$ cat src/rtl/uc_pkg.sv
// uc_pkg: shared definitions for the microc control unit.
//   - opcode field constants used by the decoder
//   - ALU operation codes
//   - FSM state encoding
package uc_pkg;

  // Opcode fields
  localparam logic [5:0] OPC_J      = 6'b000000;
  localparam logic [5:0] OPC_JZ     = 6'b000010;
  localparam logic [5:0] OPC_JNZ    = 6'b000011;
  localparam logic [3:0] OPC_LI_PFX = 4'b0001;
  localparam int         ALU_BIT    = 5;

  // ALU operation codes (opcode[4:2] of an ALU instruction)
  localparam logic [2:0] ALU_PASS = 3'b000;
  localparam logic [2:0] ALU_ADD  = 3'b010;
  localparam logic [2:0] ALU_SUB  = 3'b011;

  // FSM states
  typedef enum logic {
    ST_RUN  = 1'b0,
    ST_HALT = 1'b1
  } state_t;

endpackage

$ cat src/rtl/uc_decode.sv
// uc_decode: purely combinational opcode/z to control-word decoder.
// Ports:
//   opcode - 6-bit instruction opcode
//   z      - zero flag from the datapath
//   s_inc  - 1 = PC+1, 0 = load jump address
//   s_inm  - 1 = write immediate, 0 = write ALU result
//   we3    - register-bank write enable
//   wez    - z-flag write enable
//   op     - ALU operation
//   legal  - opcode is a defined instruction
// Illegal opcodes decode to the safe control word with legal=0.
module uc_decode
  import uc_pkg::*;
(
  input  logic [5:0] opcode,
  input  logic       z,
  output logic       s_inc,
  output logic       s_inm,
  output logic       we3,
  output logic       wez,
  output logic [2:0] op,
  output logic       legal
);

  always_comb begin
    s_inc = 1'b1;
    s_inm = 1'b0;
    we3   = 1'b0;
    wez   = 1'b0;
    op    = ALU_PASS;
    legal = 1'b0;
    if (opcode[ALU_BIT]) begin
      op    = opcode[4:2];
      we3   = 1'b1;
      wez   = 1'b1;
      legal = 1'b1;
    end else if (opcode[5:2] == OPC_LI_PFX) begin
      s_inm = 1'b1;
      we3   = 1'b1;
      legal = 1'b1;
    end else if (opcode == OPC_J) begin
      s_inc = 1'b0;
      legal = 1'b1;
    end else if (opcode == OPC_JZ) begin
      s_inc = ~z;
      legal = 1'b1;
    end else if (opcode == OPC_JNZ) begin
      s_inc = z;
      legal = 1'b1;
    end
  end

endmodule

$ cat src/rtl/uc_fsm.sv
// uc_fsm: control unit for the single-cycle microc datapath.
// Decodes opcode/z into the datapath control inputs and adds a RUN/HALT
// state machine with sticky capture of the first illegal opcode.
// Optional feature macro: UC_PERF_CNT_EN (performance counters). When
// undefined, instr_cnt/taken_cnt are tied to zero.
// Ports:
//   clk, reset          - clock (rising edge), synchronous active-high reset
//   opcode, z           - opcode and zero flag from the datapath
//   s_inc, s_inm, we3,
//   wez, Op             - datapath control outputs
//   halted              - FSM is in HALT
//   illegal, err_opcode - sticky illegal flag and first illegal opcode
//   instr_cnt           - retired instruction count (saturating)
//   taken_cnt           - taken jump count (saturating)
module uc_fsm
  import uc_pkg::*;
#(
  parameter int CNT_W = 16
) (
  input  logic             clk,
  input  logic             reset,
  input  logic [5:0]       opcode,
  input  logic             z,
  output logic             s_inc,
  output logic             s_inm,
  output logic             we3,
  output logic             wez,
  output logic [2:0]       Op,
  output logic             halted,
  output logic             illegal,
  output logic [5:0]       err_opcode,
  output logic [CNT_W-1:0] instr_cnt,
  output logic [CNT_W-1:0] taken_cnt
);

  logic       d_s_inc, d_s_inm, d_we3, d_wez, d_legal;
  logic [2:0] d_op;
  logic       run_ok;
  state_t     state, state_nxt;

  uc_decode u_decode (
    .opcode (opcode),
    .z      (z),
    .s_inc  (d_s_inc),
    .s_inm  (d_s_inm),
    .we3    (d_we3),
    .wez    (d_wez),
    .op     (d_op),
    .legal  (d_legal)
  );

  always_ff @(posedge clk) begin
    if (reset) state <= ST_RUN;
    else       state <= state_nxt;
  end

  // Only a legal opcode in RUN outside reset reaches the datapath; every
  // other case drives the safe word so no partial write can occur.
  always_comb begin
    state_nxt = state;
    run_ok    = 1'b0;
    s_inc     = 1'b1;
    s_inm     = 1'b0;
    we3       = 1'b0;
    wez       = 1'b0;
    Op        = ALU_PASS;
    if (state == ST_RUN) begin
      if (!d_legal) state_nxt = ST_HALT;
      run_ok = d_legal && !reset;
    end
    if (run_ok) begin
      s_inc = d_s_inc;
      s_inm = d_s_inm;
      we3   = d_we3;
      wez   = d_wez;
      Op    = d_op;
    end
  end

  assign halted = (state == ST_HALT);

  // HALT exits only through reset, which also clears illegal, so the
  // !illegal guard makes err_opcode hold the first offender.
  always_ff @(posedge clk) begin
    if (reset) begin
      illegal    <= 1'b0;
      err_opcode <= 6'b000000;
    end else if (state == ST_RUN && !d_legal && !illegal) begin
      illegal    <= 1'b1;
      err_opcode <= opcode;
    end
  end

`ifdef UC_PERF_CNT_EN
  function automatic logic [CNT_W-1:0] sat_inc(input logic [CNT_W-1:0] v);
    return (&v) ? v : v + 1'b1;
  endfunction

  // A legal non-jump always has s_inc=1, so s_inc=0 on a retired
  // instruction identifies a taken jump.
  always_ff @(posedge clk) begin
    if (reset) begin
      instr_cnt <= '0;
      taken_cnt <= '0;
    end else if (run_ok) begin
      instr_cnt <= sat_inc(instr_cnt);
      if (!d_s_inc) taken_cnt <= sat_inc(taken_cnt);
    end
  end
`else
  assign instr_cnt = '0;
  assign taken_cnt = '0;
`endif

endmodule

$ cat config.mk
export PLATFORM = sky130hd
export DESIGN_NAME = uc_fsm
export DESIGN_NICKNAME = d
export VERILOG_FILES = /design/src/rtl/uc_pkg.sv /design/src/rtl/uc_decode.sv /design/src/rtl/uc_fsm.sv
export SDC_FILE = /design/constraint.sdc
export NUM_CORES = 1
export LEC_CHECK = 0
export CAP_MARGIN = 20
export CORE_MARGIN = 1.5
export CORE_UTILIZATION = 28
export DETAILED_ROUTE_END_ITERATION = 8
export PLACE_DENSITY_LB_ADDON = 0.3
export SLEW_MARGIN = 20
export SYNTH_ARGS = -nofsm -noshare
export SYNTH_HDL_FRONTEND = slang
export SYNTH_SLANG_ARGS = --single-unit
export TNS_END_PERCENT = 30
$ cat constraint.sdc
create_clock -name clk -period 1.22 [get_ports clk]
set_input_delay 0.244 -clock clk [delete_from_list [all_inputs] [get_ports clk]]
set_output_delay 0.244 -clock clk [all_outputs]
set_load 0.01 [all_outputs]
==> metrics.txt <==
status finished, violations left; failing checks setup timing; grt ovf 0; sequential share of the synthesized area 0.2393; Cell Chain, Critical Path dlygate4sd2_1, nand2b_4, xnor2_2, or4_4, buf_6; number of flops mapped to enable cells by yosys 0; CP endpoint kind output pin; slowest stage delay, CP 510 ps; Fin. Hold Viols 0; Max FO, Critical Path 1; P_leak 0.5033 nW; Placed Cells incl. Taps 142; Syn Std Cell Area 669.4 µm²; number of global-route vias before repair 544; ys async rst share 0; switch share 0.3248; NumNets Final 131; Min-Delay Path Class in2reg; flop2flop setup slack 60 ps; Avg Inst Size Synth 8.367 µm²; critical path's slowest cell or4_4; RSZ-0062 raised after global routing yes; worst r2r path cells 4; Synth Instances 80; CTS tree built; post-synth top area cell buf_4; CTS root buffer clkbuf_4; crit path DAT 1390 ps; clock slew at reported path FFs 60 ps; Chip Height 51.90 µm; area fraction of the dominant cell type after synthesis 0.3589; hold_ws 287.5 ps; Clk Latency, worst-skew pair 260 ps; met2 WL 764 µm; row count 17; Netlist cell types 25; initial core utilization 0.2997; PnR worst setup slack -416.7 ps; share of cells above drive strength 1 0.3917; CTS Hold Bufs 0; Setup violations, final 8; Initial DRC Count 2; Synth top cells by count buf_4, dfxtp_1, nand2b_1; critical path class in2out; Power Density 779.4 mW/mm²; skew final 2.784 ps; Worst setup SP type input pin; I/O Pins 56; Internal 0.5116 mW; Worst Setup SP z; H-Tree Depth 1; yosys synthesis warning count 0; drt pass-1 iters 2; hpwl dp 1.111 mm; Total Die Area 0.002693 mm²; All-Layer GR Usage 0.1233; GP Congestion 0.6938; CP required 980 ps; Period Utilization, post-route 1.342; Layout area overhead 45.23%; via count 587; sequential power share 0.382; ys flop type dfxtp_1; Peak VDD IR 0.0004801 V; Tmin final 1637 ps; Port Buffers 23; most instantiated library cell after synthesis buf_4; initial antenna violation count 0; core box area 0.002233 mm²; post-route insts no fill 148; clock tree sinks 8; top post-synthesis cells by area buf_4, dfxtp_1, nand2b_1; Max Slew Vio Count 0; DR DRC count 0; n_diodes 0; first-pass GRT wire length 2.421 mm; reg2reg end err_opcode[0]$_SDFFE_PP0P_; Inserted Clock Buffers 3; Avg WL per Cell 10.22 µm; max layer used met3; met1 wire length 605 µm; CTS Buffer Depth 2; P_sw 0.2461 mW; CP Capture Point s_inc; FF-to-FF Start halted$_SDFF_PP0_; largest net degree at the start of global routing 15; Comb power frac 0.342; Total Routed Length 1.512 mm; met3 wire len 142 µm; Die Wd 51.90 µm; via/cell ratio 3.966; clock share of power 0.276; Detail Route Antenna Nets 0; FF+latch count, synth 8; max capacitance violation total 0; achievable frequency 611.0 MHz
-- cell type report --
cell class                 count  area, µm²
fill                         257       1261
tap                           28      35.03
sequential                     8      161.4
inverter                       1      3.754
multi-input combinational     69      440.4
clock buffer                   3      22.52
timing repair buffer          39      309.0
-- how the worst min path moves through the flow --
stage / startpoint / endpoint / slack, ps / cells after the start
final: opcode[1] / err_opcode[1]$_SDFFE_PP0P_ / 290 / 3
after global routing: opcode[1] / err_opcode[1]$_SDFFE_PP0P_ / 290 / 3
after CTS: opcode[1] / err_opcode[1]$_SDFFE_PP0P_ / 270 / 3
after detailed placement: err_opcode[3]$_SDFFE_PP0P_ / err_opcode[3]$_SDFFE_PP0P_ / 460 / 2
after global placement: err_opcode[4]$_SDFFE_PP0P_ / err_opcode[4]$_SDFFE_PP0P_ / 460 / 2
after floorplan: opcode[3] / err_opcode[3]$_SDFFE_PP0P_ / 390 / 2
-- timing repair --
action	in CTS	in global routing
setup endpoints to repair	23	11
setup buffers	30	0
pin swaps	9	2
gates resized for setup	76	2
endpoints found under the hold margin	0	0
-- layout by cell type, fill, tap and decap left out, types with 2 or more instances in the layout --
master	instances
dfxtp_1	7
a21oi_2	2
conb_1	32
clkbuf_4	3
nand4b_1	2
buf_2	8
buf_6	5
buf_4	15
o21ai_0	4
nand2b_1	6
nand3b_1	3
dlygate4sd2_1	9
nor2_4	2
and3_1	3
-- power groups by stage --
stage	Combinational, mW	Clock, mW	Sequential (mW)
after floorplan	0.185	0	0.304
after global placement	0.250	0	0.294
after detailed placement	0.253	0	0.294
after CTS	0.253	0.220	0.288
after global routing	0.283	0.242	0.291
final	0.259	0.209	0.289
-- cell families after synthesis --
group                     after synthesis  synth area share
AOI/OAI and AO/OA                      10           0.09719
xor gates and xnor gates                1           0.01309
buffers and inverters                  34            0.3701
DFF                                     8            0.2392
muxes                                   1           0.01495
other                                   1          0.005602
and+or+nand+nor                        25            0.2598
-- per-stage QoR --
step | cell area [µm²] | setup WS [ps] | util | setup TNS [ps] | total power [mW]
after global routing | 972.2 | -448.5 | 0.4353 | -1566 | 0.8160
final | 972.2 | -416.7 | 0.4353 | -1142 | 0.7577
after detailed placement | 920.9 | -1007 | 0.4123 | -9777 | 0.5471
after floorplan | 802.0 | -100.8 | - | -100.8 | 0.4890
after CTS | 964.7 | -429.1 | 0.4319 | -1146 | 0.7612
after global placement | 920.9 | -1001 | 0.4123 | -9622 | 0.5443
-- registers in the layout, summed over array words and instances (netlist names) --
| signal | flops |
|---|---|
| illegal | 1 |
| err_opcode | 6 |
| halted | 1 |
-- layer usage --
layer  vias up  GRT usage
met3         0    0.04598
met2        36     0.2278
met4         0    0.02632
met1       266     0.1316
met5         -          0
li1        285          -
-- critical path, delay by kind of cell --
family / cells / cell delay [ps]
and+or+nand+nor: 2 / 650
xor gates and xnor gates: 1 / 140
buffers and inverters: 2 / 360
(Power assumes the default switching activity.)
